===== src/rtl/bot_dispatch_scheduler.sv =====
// bot_dispatch_scheduler
//
// Hands each bot from the upstream source to one of NUM_PIPELINES parallel
// fullPipeline instances. Each cycle at most one bot is issued, to the first
// eligible pipeline found searching upward from a round-robin pointer.
//
// A pipeline is eligible when it is enabled, its reported FIFO fullness is at
// or below FULLNESS_THRESHOLD, and its cooldown counter is zero. The fullness
// report lags the real FIFO state. The cooldown keeps a pipeline out of the
// rotation for COOLDOWN cycles after each issue, which covers that lag.
//
// Ports:
//   clk                   clock
//   rst                   asynchronous reset, active-low
//   inValid / inReady     upstream handshake (inReady is combinational)
//   inBot                 128-bit bot graph
//   inBotIndex            bot index
//   inValidPermutations   per-permutation valid mask; all-zero means drop
//   fifoFullness          per-pipeline fullness, pipeline p at slice p
//   pipelineEnable        per-pipeline enable mask
//   outBot/outBotIndex/outValidPermutations  registered broadcast data
//   outIsBotValid         one-hot strobe naming the target pipeline
//   botsIssued            bots issued to a pipeline (wraps)
//   botsDropped           accepted bots with an all-zero mask (wraps)
//   idle                  no cooldown running and no strobe active

module bot_dispatch_scheduler #(
  parameter int NUM_PIPELINES      = 4,
  parameter int ADDR_WIDTH         = 9,
  parameter int FULLNESS_WIDTH     = 5,
  parameter int FULLNESS_THRESHOLD = 20,
  parameter int COOLDOWN           = 6
) (
  input  logic                                     clk,
  input  logic                                     rst,
  input  logic                                     inValid,
  output logic                                     inReady,
  input  logic [127:0]                             inBot,
  input  logic [ADDR_WIDTH-1:0]                    inBotIndex,
  input  logic [5:0]                               inValidPermutations,
  input  logic [NUM_PIPELINES*FULLNESS_WIDTH-1:0]  fifoFullness,
  input  logic [NUM_PIPELINES-1:0]                 pipelineEnable,
  output logic [127:0]                             outBot,
  output logic [ADDR_WIDTH-1:0]                    outBotIndex,
  output logic [5:0]                               outValidPermutations,
  output logic [NUM_PIPELINES-1:0]                 outIsBotValid,
  output logic [31:0]                              botsIssued,
  output logic [31:0]                              botsDropped,
  output logic                                     idle
);

  localparam int PTR_W = $clog2(NUM_PIPELINES);
  // A cooldown of 0 still needs a 1-bit counter so the array stays legal.
  localparam int CD_W  = (COOLDOWN < 1) ? 1 : $clog2(COOLDOWN + 1);
  localparam logic [CD_W-1:0] CD_LOAD = CD_W'(COOLDOWN);

  logic [PTR_W-1:0]         rrPtr;
  logic [CD_W-1:0]          cooldown [NUM_PIPELINES];
  logic [NUM_PIPELINES-1:0] eligible;
  logic [NUM_PIPELINES-1:0] cooldownZeroNext;

  logic                     accept;
  logic                     issue;
  logic                     drop;
  logic                     found;
  logic [PTR_W-1:0]         target;
  logic [PTR_W-1:0]         rrPtrNext;
  int                       idx;

  genvar gi;
  generate
    for (gi = 0; gi < NUM_PIPELINES; gi++) begin : genPipe
      logic [CD_W-1:0] cdNext;

      // Widen the fullness slice so a threshold above the slice range is
      // still compared correctly.
      assign eligible[gi] = pipelineEnable[gi]
                          & ({{(32-FULLNESS_WIDTH){1'b0}}, fifoFullness[gi*FULLNESS_WIDTH +: FULLNESS_WIDTH]}
                             <= 32'(FULLNESS_THRESHOLD))
                          & (cooldown[gi] == '0);

      // Loading on issue wins over the free-running decrement.
      always_comb begin
        cdNext = cooldown[gi];
        if (issue && (target == PTR_W'(gi))) begin
          cdNext = CD_LOAD;
        end else if (cooldown[gi] != '0) begin
          cdNext = cooldown[gi] - CD_W'(1);
        end
      end

      assign cooldownZeroNext[gi] = (cdNext == '0);

      always_ff @(posedge clk or negedge rst) begin
        if (!rst) begin
          cooldown[gi] <= '0;
        end else begin
          cooldown[gi] <= cdNext;
        end
      end
    end
  endgenerate

  assign inReady = |eligible;
  assign accept  = inValid & inReady;
  assign issue   = accept & (|inValidPermutations);
  assign drop    = accept & ~(|inValidPermutations);

  // Round-robin search: first eligible pipeline at or above rrPtr, wrapping.
  always_comb begin
    found  = 1'b0;
    target = '0;
    idx    = 0;
    for (int i = 0; i < NUM_PIPELINES; i++) begin
      idx = int'(rrPtr) + i;
      if (idx >= NUM_PIPELINES) begin
        idx = idx - NUM_PIPELINES;
      end
      if (!found && eligible[idx]) begin
        found  = 1'b1;
        target = PTR_W'(idx);
      end
    end
  end

  assign rrPtrNext = (target == PTR_W'(NUM_PIPELINES - 1)) ? '0 : target + PTR_W'(1);

  always_ff @(posedge clk or negedge rst) begin
    if (!rst) begin
      rrPtr                <= '0;
      outBot               <= '0;
      outBotIndex          <= '0;
      outValidPermutations <= '0;
      outIsBotValid        <= '0;
      botsIssued           <= '0;
      botsDropped          <= '0;
      idle                 <= 1'b0;
    end else begin
      outIsBotValid <= issue ? (NUM_PIPELINES'(1) << target) : '0;
      if (issue) begin
        outBot               <= inBot;
        outBotIndex          <= inBotIndex;
        outValidPermutations <= inValidPermutations;
        rrPtr                <= rrPtrNext;
        botsIssued           <= botsIssued + 32'd1;
      end
      if (drop) begin
        botsDropped <= botsDropped + 32'd1;
      end
      // Computed from next-state values so idle describes the same cycle
      // as the cooldown and strobe registers it summarises.
      idle <= (&cooldownZeroNext) & ~issue;
    end
  end

endmodule


===== config.mk =====
export PLATFORM = sky130hd
export DESIGN_NAME = bot_dispatch_scheduler
export DESIGN_NICKNAME = d
export VERILOG_FILES = /design/src/rtl/bot_dispatch_scheduler.sv
export SDC_FILE = /design/constraint.sdc
export NUM_CORES = 1
export LEC_CHECK = 0
export BUFFER_PORTS_ARGS = -buffer_cell sky130_fd_sc_hd__buf_2
export CORE_UTILIZATION = 25
export CTS_CLUSTER_SIZE = 28
export DETAILED_ROUTE_END_ITERATION = 16
export HOLD_SLACK_MARGIN = 0.06
export PLACE_DENSITY = 0.51
export SLEW_MARGIN = 20
export SYNTH_ARGS = -nofsm -noshare
export SYNTH_HDL_FRONTEND = slang
export SYNTH_SLANG_ARGS = --single-unit

===== constraint.sdc =====
create_clock -name clk -period 3 [get_ports clk]
set_clock_uncertainty 0.2 [all_clocks]
set_input_delay 0.3 -clock clk [delete_from_list [all_inputs] [get_ports clk]]
set_output_delay 0.3 -clock clk [all_outputs]
set_load 0.05 [all_outputs]

==> out/results.txt, run 1 <==
GR Overflow Total: 0
CP max FO: 8
Seq/Total Area, Yosys: 58.8%
#FFs+latches synth: 226
Fmax: 352 MHz
N_diodes: 0
Syn_area_per_cell: 9.66 sq um
Mapped Cells: 995
Clock insertion delay at the later pin of the skew report: 0.55 ns
GRT Total Usage: 14.5%
Vias in the first global route: 8932
Drt total wl: 29.2 mm
Synth warnings: 0
DIE WIDTH: 198 um
Max transition margin: 58.9%
Worst EP required: 2.50 ns
Metal-1 WL: 12.5 mm
Main synth FF type: dfrtp_1
Hold Path Class: input pin to register
Clock Pin Slew Worst Setup and Hold Paths: 0.06 ns
Clk root buf: clkbuf_16
Synth Cell Area: 9610 sq um
NetSw: 7.25 mW
DRC: 0
Final setup TNS: 0 ns
Fin worst setup slack: 0.161 ns
CTS tree: built
Commonest non-fill, non-tap cells in the layout: nand2_1, buf_2, dfrtp_1
Dpl ws: 0.162 ns
Endpoint class of the critical path: primary output
Wire length on met2: 13.8 mm
Pint: 7.73 mW
Pre-Repair DR Iteration Count: 4
# rows: 71
Final hold vios: 0
Ports: 383
CTS buffer count: 27
Hpwl dp: 19.8 mm
RSZ-0062 raised after global routing: false
Initial antenna violation count: 0
Layout cell share with drive strength beyond 1: 31.0%
Max Cap Viol: 0
Ys async rst share: 100%
Top sig layer: met4
Synth-to-Final Area Change: 51.6%
Setup violators final: 0
CTS H-tree lvls: 1
DR WL/cell: 14.2 um
CORE AREA: 37800 sq um
Synthesized net count: 1183
Clock Tree Buf Depth: 3
Critical Path AT: 2.34 ns
Kind of critical path: register to primary output
Initial Util: 25.5%
Minimum clock period: 2.84 ns
Largest net degree at the start of global routing: 72
ANT nets after route: 0
Pwr Density: 1030 nW/um^2
Sink Count: 226
Part of the power in registers: 31.0%
Total die area: 39200 sq um
Placer Congestion: 0.776
Die Span Y: 198 um
Post-synth EDFFs: 0
Vias per cell: 4.25
Detailed-route via count: 8748
Switching Share: 48.4%
Gate power share: 47.6%
Period utilization: 94.6%
Setup crit start kind: register
Worst IR Drop VDD: 614 uV
Status: finished clean
Initial DRC Count: 287
Slew @ Worst Pin: 0.616 ns
Fin nets: 1718
Max Slew Vio Count: 0
IO buf count: 382
First-pass GRT wire length: 46.1 mm
Pleak: 7.83 nW
Clock power share: 21.4%
Synth cell types: 47
Met3 WL: 2.10 mm
Most common cell after layout, fill and taps aside: nand2_1
==> cells by family after synthesis <==
family / share of synthesized area (%)
AO/OA/AOI/OAI: 2.20
buffers and inverters: 3.18
flip-flops: 58.8
multiplexers: 0.221
AND/OR/NAND/NOR: 27.2
adder cells (fa/ha/maj): 2.34
XOR/XNOR: 6.01
==> state kept, by name, summed over array words and instances, names as in the netlist <==
signal / count
botsIssued: 32
idle: 1
outBotIndex: 9
outBot: 128
outValidPermutations: 6
cooldown: 12
botsDropped: 32
rrPtr: 2
outIsBotValid: 4
==> critical path: stages, from the launching register on <==
cell and delay [ns]:
dfrtp_1 0.38, inv_1 0.10, ha_1 0.17, ha_1 0.30, nand4_2 0.34, nand4_1 0.20, buf_2 0.28
==> what timing repair did <==
item | CTS | global route
buffers inserted | 0 | 1
setup endpoints to repair | 0 | 8
hold buffers | 144 | 0
endpoints found under the hold margin | 297 | 0
resized for setup | 0 | 2
==> power by group through the flow <==
| stage | registers, mW | logic, mW | clock network, mW |
|---|---|---|---|
| finish | 4.65 | 7.13 | 3.20 |
| global route | 4.78 | 7.66 | 3.43 |
| CTS | 4.64 | 7.16 | 3.32 |
| detailed placement | 4.67 | 7.01 | 0 |
| global placement | 4.65 | 6.96 | 0 |
| floorplan | 7.89 | 1.87 | 0 |
==> final cells by class <==
type / instances / area [sq um]
fill: 3760 / 23200
sequential: 226 / 5660
multi-input combinational: 703 / 3690
timing repair buffer: 551 / 3650
clock buffer: 37 / 743
tap: 511 / 639
clock inverter: 11 / 116
inverter: 21 / 78.8
==> Yosys cell counts (all sizes together) (2+ instances only) <==
master	count	share of area [%]
a211o	3	0.27
a31oi	2	0.13
a41oi	3	0.35
and2	10	0.65
and3	14	0.94
and4	5	0.46
buf	38	2.0
clkbuf	7	0.31
dfrtp	226	59
ha	18	2.3
inv	21	0.82
nand2	457	18
nand3	21	1.1
nand4	43	3.1
nor2	14	0.55
nor3	6	0.36
nor3b	3	0.23
nor4	12	1.4
o211ai	4	0.42
o21ai	2	0.10
o31ai	2	0.16
or2	5	0.33
xnor2	51	4.6
xor2	15	1.4
==> final timing paths <==
path                           startpoint             end  slack, ns  cells past startpoint
max in group asynchronous             rst      outBot[25]       1.65                      3
min reg2reg                botsIssued[31]  botsIssued[31]       0.26                      1
min                               inValid        rrPtr[0]        0.1                      3
max reg2reg                   cooldown[3]    cooldown[10]       0.22                     10
min in group asynchronous             rst  botsIssued[25]       0.11                      2
max                           cooldown[3]         inReady       0.16                      6
==> through the flow <==
stage / std cells / area, sq um / utilization (%) / hold slack (ns) / total power, mW
floorplan: 995 / 9610 / - / -0.196 / 9.77
global route: 2060 / 14600 / 38.6 / 0.0715 / 15.9
finish: 2060 / 14600 / 38.6 / 0.100 / 15.0
CTS: 2059 / 14600 / 38.6 / 0.0641 / 15.1
global placement: 1867 / 12300 / 32.5 / 0.135 / 11.6
detailed placement: 1867 / 12300 / 32.5 / 0.135 / 11.7
==> metal layers <==
| layer | GRT usage, % | vias to the layer above |
|---|---|---|
| li1 | - | 4277 |
| met1 | 18.0 | 4127 |
| met2 | 24.5 | 295 |
| met3 | 4.10 | 49 |
| met4 | 3.93 | 0 |
| met5 | 0 | - |
No activity file was read; power rests on OpenSTA's default activity.
==> run 2, diff against run 1 <==
--- a/config.mk
+++ b/config.mk
@@ -6,6 +6,7 @@
 export NUM_CORES = 1
 export LEC_CHECK = 0
 export BUFFER_PORTS_ARGS = -buffer_cell sky130_fd_sc_hd__buf_2
+export CORE_ASPECT_RATIO = 1.2
 export CORE_UTILIZATION = 25
 export CTS_CLUSTER_SIZE = 28
 export DETAILED_ROUTE_END_ITERATION = 16
==> run 2 against run 1 <==
  * Flip-flop and latch count unchanged
  * Sequential share of layout area increased by 0.28 points
  * Routed wire length increased by 3.1%
  * Register-to-register slack lost 0.02 ns
  * First-iteration DRC count grew 3.8%
  * Maximum frequency rose by 0.74%
  * Final cell count shrank 1.7%
  * Sequential power is essentially flat
  * Non-clock buffer count shrank 4
  * Count of clock-buffer cells in the layout down 1
  * Worst setup slack improved by 0.021 ns
  * Highest routed layer unchanged
==> out/results.txt, run 2 (synthesis gave the netlist of run 1 again) <==
Pleak: 7.78 nW (-0.59%)
Clock Tree Buf Depth: 3 (unchanged)
Non-filler cells in the finished layout: 2026 (-1.7%)
Hpwl dp: 20.4 mm (+3.3%)
Pre-Repair DR Iteration Count: 5 (+1)
Detailed-route via count: 8741 (-0.080%)
Top sig layer: met4
Fmax: 355 MHz (+0.74%)
# rows: 78 (+9.9%)
Top cell family by delay on the critical path: simple AND/OR/NAND/NOR gates
# placed instances: 1833 (-1.8%)
Most common cell after layout, fill and taps aside: nand2_1
Period utilization: 93.9% (-0.69 points)
Max transition margin: 55.5% (-3.5 points)
N_diodes: 0 (unchanged)
Crit-path slowest cell: dfrtp_1
CP max FO: 8 (unchanged)
Largest net degree at the start of global routing: 78 (+8.3%)
Total die area: 39200 sq um (about the same)
Vias in the first global route: 8987 (+0.62%)
Most frequent CP cell: ha_1
Register area: 5660 sq um (unchanged)
Setup slack, reg-to-reg: 0.20 ns (-0.02 ns)
Worst EP required: 2.50 ns (about the same)
CTS H-tree lvls: 1 (unchanged)
PostCTS Resize Cnt: 0 (unchanged)
Critical R2R Launch: cooldown[9]
Wire length on met2: 14.9 mm (+7.6%)
CTS tree: built
Setup crit start kind: register
Status: finished clean
Worst setup path start: cooldown[3]
Hold_sp: inValid
Final setup TNS: 0 ns (unchanged)
Endpoint class of the critical path: primary output
GR Overflow Total: 0 (unchanged)
Initial DRC Count: 298 (+3.8%)
DIE WIDTH: 181 um (-8.6%)
Largest reg by FF count: outBot
ANT nets after route: 0 (unchanged)
Biggest regs: outBot: 128 flops, botsDropped: 32 flops, botsIssued: 32 flops
CTS buffer count: 27 (unchanged)
IO buf count: 382 (unchanged)
Setup violators final: 0 (unchanged)
Metal-1 WL: 12.5 mm (-0.32%)
Max Slew Vio Count: 0 (unchanged)
Initial Util: 25.4% (-0.075 points)
DRC: 0 (unchanged)
First-pass GRT wire length: 47.9 mm (+3.8%)
Clock Pin Slew Worst Setup and Hold Paths: 0.05 ns (about the same)
Minimum clock period: 2.82 ns (-0.0207 ns)
Layout cell share with drive strength beyond 1: 30.7% (-0.26 points)
Delay of the slowest critical-path stage: 0.39 ns (about the same)
Final hold vios: 0 (unchanged)
RSZ-0062 raised after global routing: false
Final Util: 38.2% (-0.38 points)
Largest register FFs: 128 (unchanged)
Fin nets: 1714 (-0.23%)
Worst IR Drop VDD: 580 uV (-5.5%)
CORE AREA: 37900 sq um (+0.29%)
Die Span Y: 217 um (+9.4%)
Placer Congestion: 0.766 (-1.4%)
DR WL/cell: 14.8 um (+4.9%)
GRT Total Usage: 15.1% (+0.57 points)
Buf/Inv on CP: 2 (unchanged)
Setup Fix Bufs, Post-CTS: 0 (unchanged)
Kind of critical path: register to primary output
Clock insertion delay at the later pin of the skew report: 0.53 ns (-0.02 ns)
Drt total wl: 30.1 mm (+3.1%)
Hold Path Class: input pin to register
Pwr Density: 1030 nW/um^2 (about the same)
Design area: 14500 sq um (-0.70%)
DP Area: 12200 sq um (-0.50%)
Commonest non-fill, non-tap cells in the layout: nand2_1, buf_2, dfrtp_1
Met3 WL: 1.77 mm (-15%)
Clk root buf: clkbuf_16
Area of the multi-input gates: 3680 sq um (-0.20%)
Vias per cell: 4.31 (+1.6%)
Crit-path cells: inv_1, ha_1, ha_1, nand4_2, nand4_1, buf_2
Synth-to-Final Area Change: 50.5%
Critical Path AT: 2.32 ns (-0.02 ns)
Ports: 383 (unchanged)
Fill count: 3798 (+1.0%)
Sink Count: 226 (unchanged)
Initial antenna violation count: 0 (unchanged)
Max Cap Viol: 0 (unchanged)
Slew @ Worst Pin: 0.668 ns (+0.0522 ns)
[run 2: worst register-to-register path, delay by kind of cell, from the launching register on]
kind / cells / cell delay (ns)
adders and majority gates: 3 / 0.68
DFF: 1 / 0.36
buffers and inverters: 2 / 0.25
AOI/OAI and AO/OA: 3 / 0.57
and+or+nand+nor: 3 / 0.62
[run 2: path summary, 6_finish.rpt]
| check | to | cells after the start |
|---|---|---|
| max in group asynchronous | outBot[65] | 3 |
| min reg2reg | outBot[18] | 2 |
| max | inReady | 6 |
| min | rrPtr[0] | 3 |
| max reg2reg | cooldown[4] | 11 |
| min in group asynchronous | botsDropped[17] | 2 |
[run 2: layout make-up]
type                            instances  area share (%)
Sequential cell                       226            39.1
Multi-Input combinational cell        703            25.5
Timing Repair Buffer                  547            25.0
Clock buffer                           36            5.04
Tap cell                              480            4.15
Clock inverter                         13           0.718
Inverter                               21           0.545
[run 2: metrics by stage]
step	total power [mW]	hold slack [ns]	worst slack, ns
6_report	14.9	0.140	0.182
3_5_place_dp	11.7	0.145	0.210
5_1_grt	15.7	0.138	0.0469
2_1_floorplan	9.77	-0.196	0.391
3_3_place_gp	11.6	0.137	0.297
4_1_cts	15.0	0.118	0.168
[run 2: report_power, final]
group	switching [mW]	internal (mW)	leakage, nW	total (mW)
logic	5.40	1.73	4.47	7.13
clock network	1.33	1.79	0.402	3.12
registers	0.565	4.08	2.91	4.65
total	7.29	7.60	7.78	14.9
[run 2: timing repair]
| action | CTS | global route |
|---|---|---|
| setup endpoints to repair | 0 | 0 |
| hold buffers | 144 | 0 |
| endpoints found under the hold margin | 254 | 0 |
[run 2: routing by layer]
| metal | up-vias | global-route usage (%) |
|---|---|---|
| li1 | 4267 | - |
| met1 | 4135 | 18.2 |
| met2 | 283 | 26.4 |
| met3 | 56 | 2.96 |
| met4 | 0 | 5.88 |
| met5 | - | 0 |
==> run 3, diff against run 2 <==
--- a/config.mk
+++ b/config.mk
@@ -6,12 +6,12 @@
 export NUM_CORES = 1
 export LEC_CHECK = 0
 export BUFFER_PORTS_ARGS = -buffer_cell sky130_fd_sc_hd__buf_2
-export CORE_ASPECT_RATIO = 1.2
-export CORE_UTILIZATION = 25
+export CORE_AREA = 2 2 148 150
 export CTS_CLUSTER_SIZE = 28
 export DETAILED_ROUTE_END_ITERATION = 16
+export DIE_AREA = 0 0 150 152
 export HOLD_SLACK_MARGIN = 0.06
-export PLACE_DENSITY = 0.51
+export PLACE_DENSITY = 0.8
 export SLEW_MARGIN = 20
 export SYNTH_ARGS = -nofsm -noshare
 export SYNTH_HDL_FRONTEND = slang
==> run 3 against run 2 <==
  * Final cell count fell by 10%
  * Core utilization rose by 28 points
  * Sequential power rose by 2%
  * Largest power group unchanged
  * Register-to-register slack got worse by 0.03 ns
  * Critical path type is now register to register
  * Power fell by 1.2%
  * Clock power fell by 11%
  * Largest cell class unchanged
  * Highest routed layer unchanged
  * Routed wire length rose by 1.0%
  * Global-route usage rose by 11 points
  * Die area fell by 42%
==> out/results.txt, run 3 (synthesis gave the netlist of run 1 again) <==
Crit-path slowest cell: dfrtp_1
IO buf count: 382 (unchanged)
Ports: 383 (unchanged)
Metal-1 WL: 11.4 mm (-8.6%)
Crit-path cells: inv_1, ha_1, ha_1, nand4_2, buf_4, o21ai_0, a22o_1, or2_2, ha_1, and2_1, or2_2
Design area: 14100 sq um (-2.7%)
Hpwl dp: 18.3 mm (-11%)
Wire length on met2: 15.1 mm (+1.7%)
Total die area: 22800 sq um (-42%)
Fin nets: 1704 (-0.58%)
# rows: 54 (-31%)
Max Cap Viol: 0 (unchanged)
Initial antenna violation count: 2 (+2)
Final setup TNS: 0 ns (unchanged)
Status: finished clean
Hold slack: 0.128 ns (-0.0126 ns)
Hold path depth: 3 (unchanged)
First-pass GRT wire length: 48.2 mm (+0.62%)
Max transition margin: 59.5% (+4.0 points)
Setup Fix Bufs, Post-CTS: 0 (unchanged)
Pre-Repair DR Iteration Count: 5 (unchanged)
DP Area: 11900 sq um (-2.5%)
Max Slew Vio Count: 0 (unchanged)
Placer Congestion: 0.841 (+9.8%)
Initial DRC Count: 439 (+47%)
Layout cell share with drive strength beyond 1: 30.2% (-0.57 points)
CORE AREA: 21400 sq um (-44%)
Critical Path AT: 3.02 ns (+0.70 ns)
FF-to-FF End: cooldown[5]
Detailed-route via count: 9222 (+5.5%)
Commonest non-fill, non-tap cells in the layout: nand2_1, buf_2, dfrtp_1
Worst IR Drop VDD: 742 uV (+28%)
Slew @ Worst Pin: 0.608 ns (-0.0598 ns)
ANT nets after route: 0 (unchanged)
Largest net degree at the start of global routing: 74 (-5.1%)
Worst Reg-to-Reg Cells: 11 (unchanged)
GR Overflow Total: 0 (unchanged)
Largest reg by FF count: outBot
GRT Total Usage: 26.1% (+11 points)
DR WL/cell: 16.7 um (+13%)
RSZ-0062 raised after global routing: false
Hold Path Class: input pin to register
Drt total wl: 30.4 mm (+1.0%)
Sink Count: 226 (unchanged)
Endpoint class of the critical path: register
Vias in the first global route: 9601 (+6.8%)
Clock Tree Buf Depth: 3 (unchanged)
Pwr Density: 1050 nW/um^2 (+1.6%)
Clock Pin Slew Worst Setup and Hold Paths: 0.06 ns (about the same)
Die Span Y: 152 um (-30%)
Top sig layer: met4
Period utilization: 94.2% (+0.30 points)
Clk root buf: clkbuf_16
Met3 WL: 2.44 mm (+37%)
CTS tree: built
Vias per cell: 5.08 (+18%)
Setup crit start kind: register
Synth-to-Final Area Change: 46.4%
Setup violators final: 0 (unchanged)
Worst Hold End: rrPtr[0]
Worst EP required: 3.19 ns (+0.69 ns)
Initial Util: 45.0% (+20 points)
Delay of the slowest critical-path stage: 0.38 ns (about the same)
Final hold vios: 0 (unchanged)
CTS H-tree lvls: 1 (unchanged)
Hold_sp: inValid
Setup slack, reg-to-reg: 0.17 ns (-0.03 ns)
Fmax: 354 MHz (-0.32%)
Kind of critical path: register to register
Largest register FFs: 128 (unchanged)
Biggest regs: outBot: 128 flops, botsDropped: 32 flops, botsIssued: 32 flops
Most frequent CP cell: ha_1
CTS buffer count: 24 (-11%)
Pleak: 7.71 nW (-0.97%)
Clock insertion delay at the later pin of the skew report: 0.51 ns (-0.02 ns)
DIE WIDTH: 150 um (-17%)
Minimum clock period: 2.83 ns (+0.00907 ns)
Most common cell after layout, fill and taps aside: nand2_1
Critical R2R Launch: cooldown[9]
CP max FO: 6 (-2)
DRC: 0 (unchanged)
[run 3: per-stage QoR]
step,setup slack [ns],power (mW),instances,util [%]
after CTS,0.177,14.6,1812,65.9
after floorplan,0.391,9.77,995,-
after global placement,0.301,11.4,1626,55.7
final,0.173,14.7,1814,65.9
after global routing,0.0286,15.5,1813,65.9
after detailed placement,0.185,11.6,1626,55.7
[run 3: timing repair]
action,CTS,global route
endpoints found under the setup margin,0,3
endpoints found under the hold margin,356,0
hold buffers,144,0
gates resized for setup,0,1
[run 3: final cells by class]
cell class,instances,area (sq um)
timing repair buffer,540,3570
multi-input combinational,703,3690
clock inverter,7,37.5
inverter,21,78.8
tap,280,350
antenna,2,5.00
fill,1492,7270
sequential,226,5660
clock buffer,35,693
[run 3: layer usage]
metal / GRT usage (%) / up-vias
met4: 12.1 / 0
met2: 45.6 / 442
met3: 5.86 / 105
met1: 30.2 / 4423
met5: 0 / -
li1: - / 4252
[run 3: worst max-delay path by stage]
stage	from	to	slack (ns)	cells after the start
final	cooldown[9]	cooldown[5]	0.17	11
after global routing	cooldown[9]	cooldown[5]	0.03	11
after CTS	cooldown[6]	cooldown[5]	0.18	10
after detailed placement	cooldown[9]	cooldown[5]	0.18	11
after global placement	cooldown[6]	cooldown[5]	0.30	10
after floorplan	cooldown[6]	cooldown[5]	0.39	11
[run 3: power breakdown]
group          leakage (nW)  total, mW  switching, mW  internal [mW]
registers              2.91       4.73          0.650           4.08
logic                  4.43       7.20           5.49           1.70
clock network         0.362       2.78           1.19           1.60
total                  7.71       14.7           7.33           7.38
[run 3: worst max-delay path, delay by kind of cell, from the launching register on]
kind                     cells  cell delay, ns
AO/OA/AOI/OAI                2            0.28
buffers and inverters        2            0.25
AND/OR/NAND/NOR              4            0.91
flip-flops                   1            0.38
adder cells (fa/ha/maj)      3            0.69
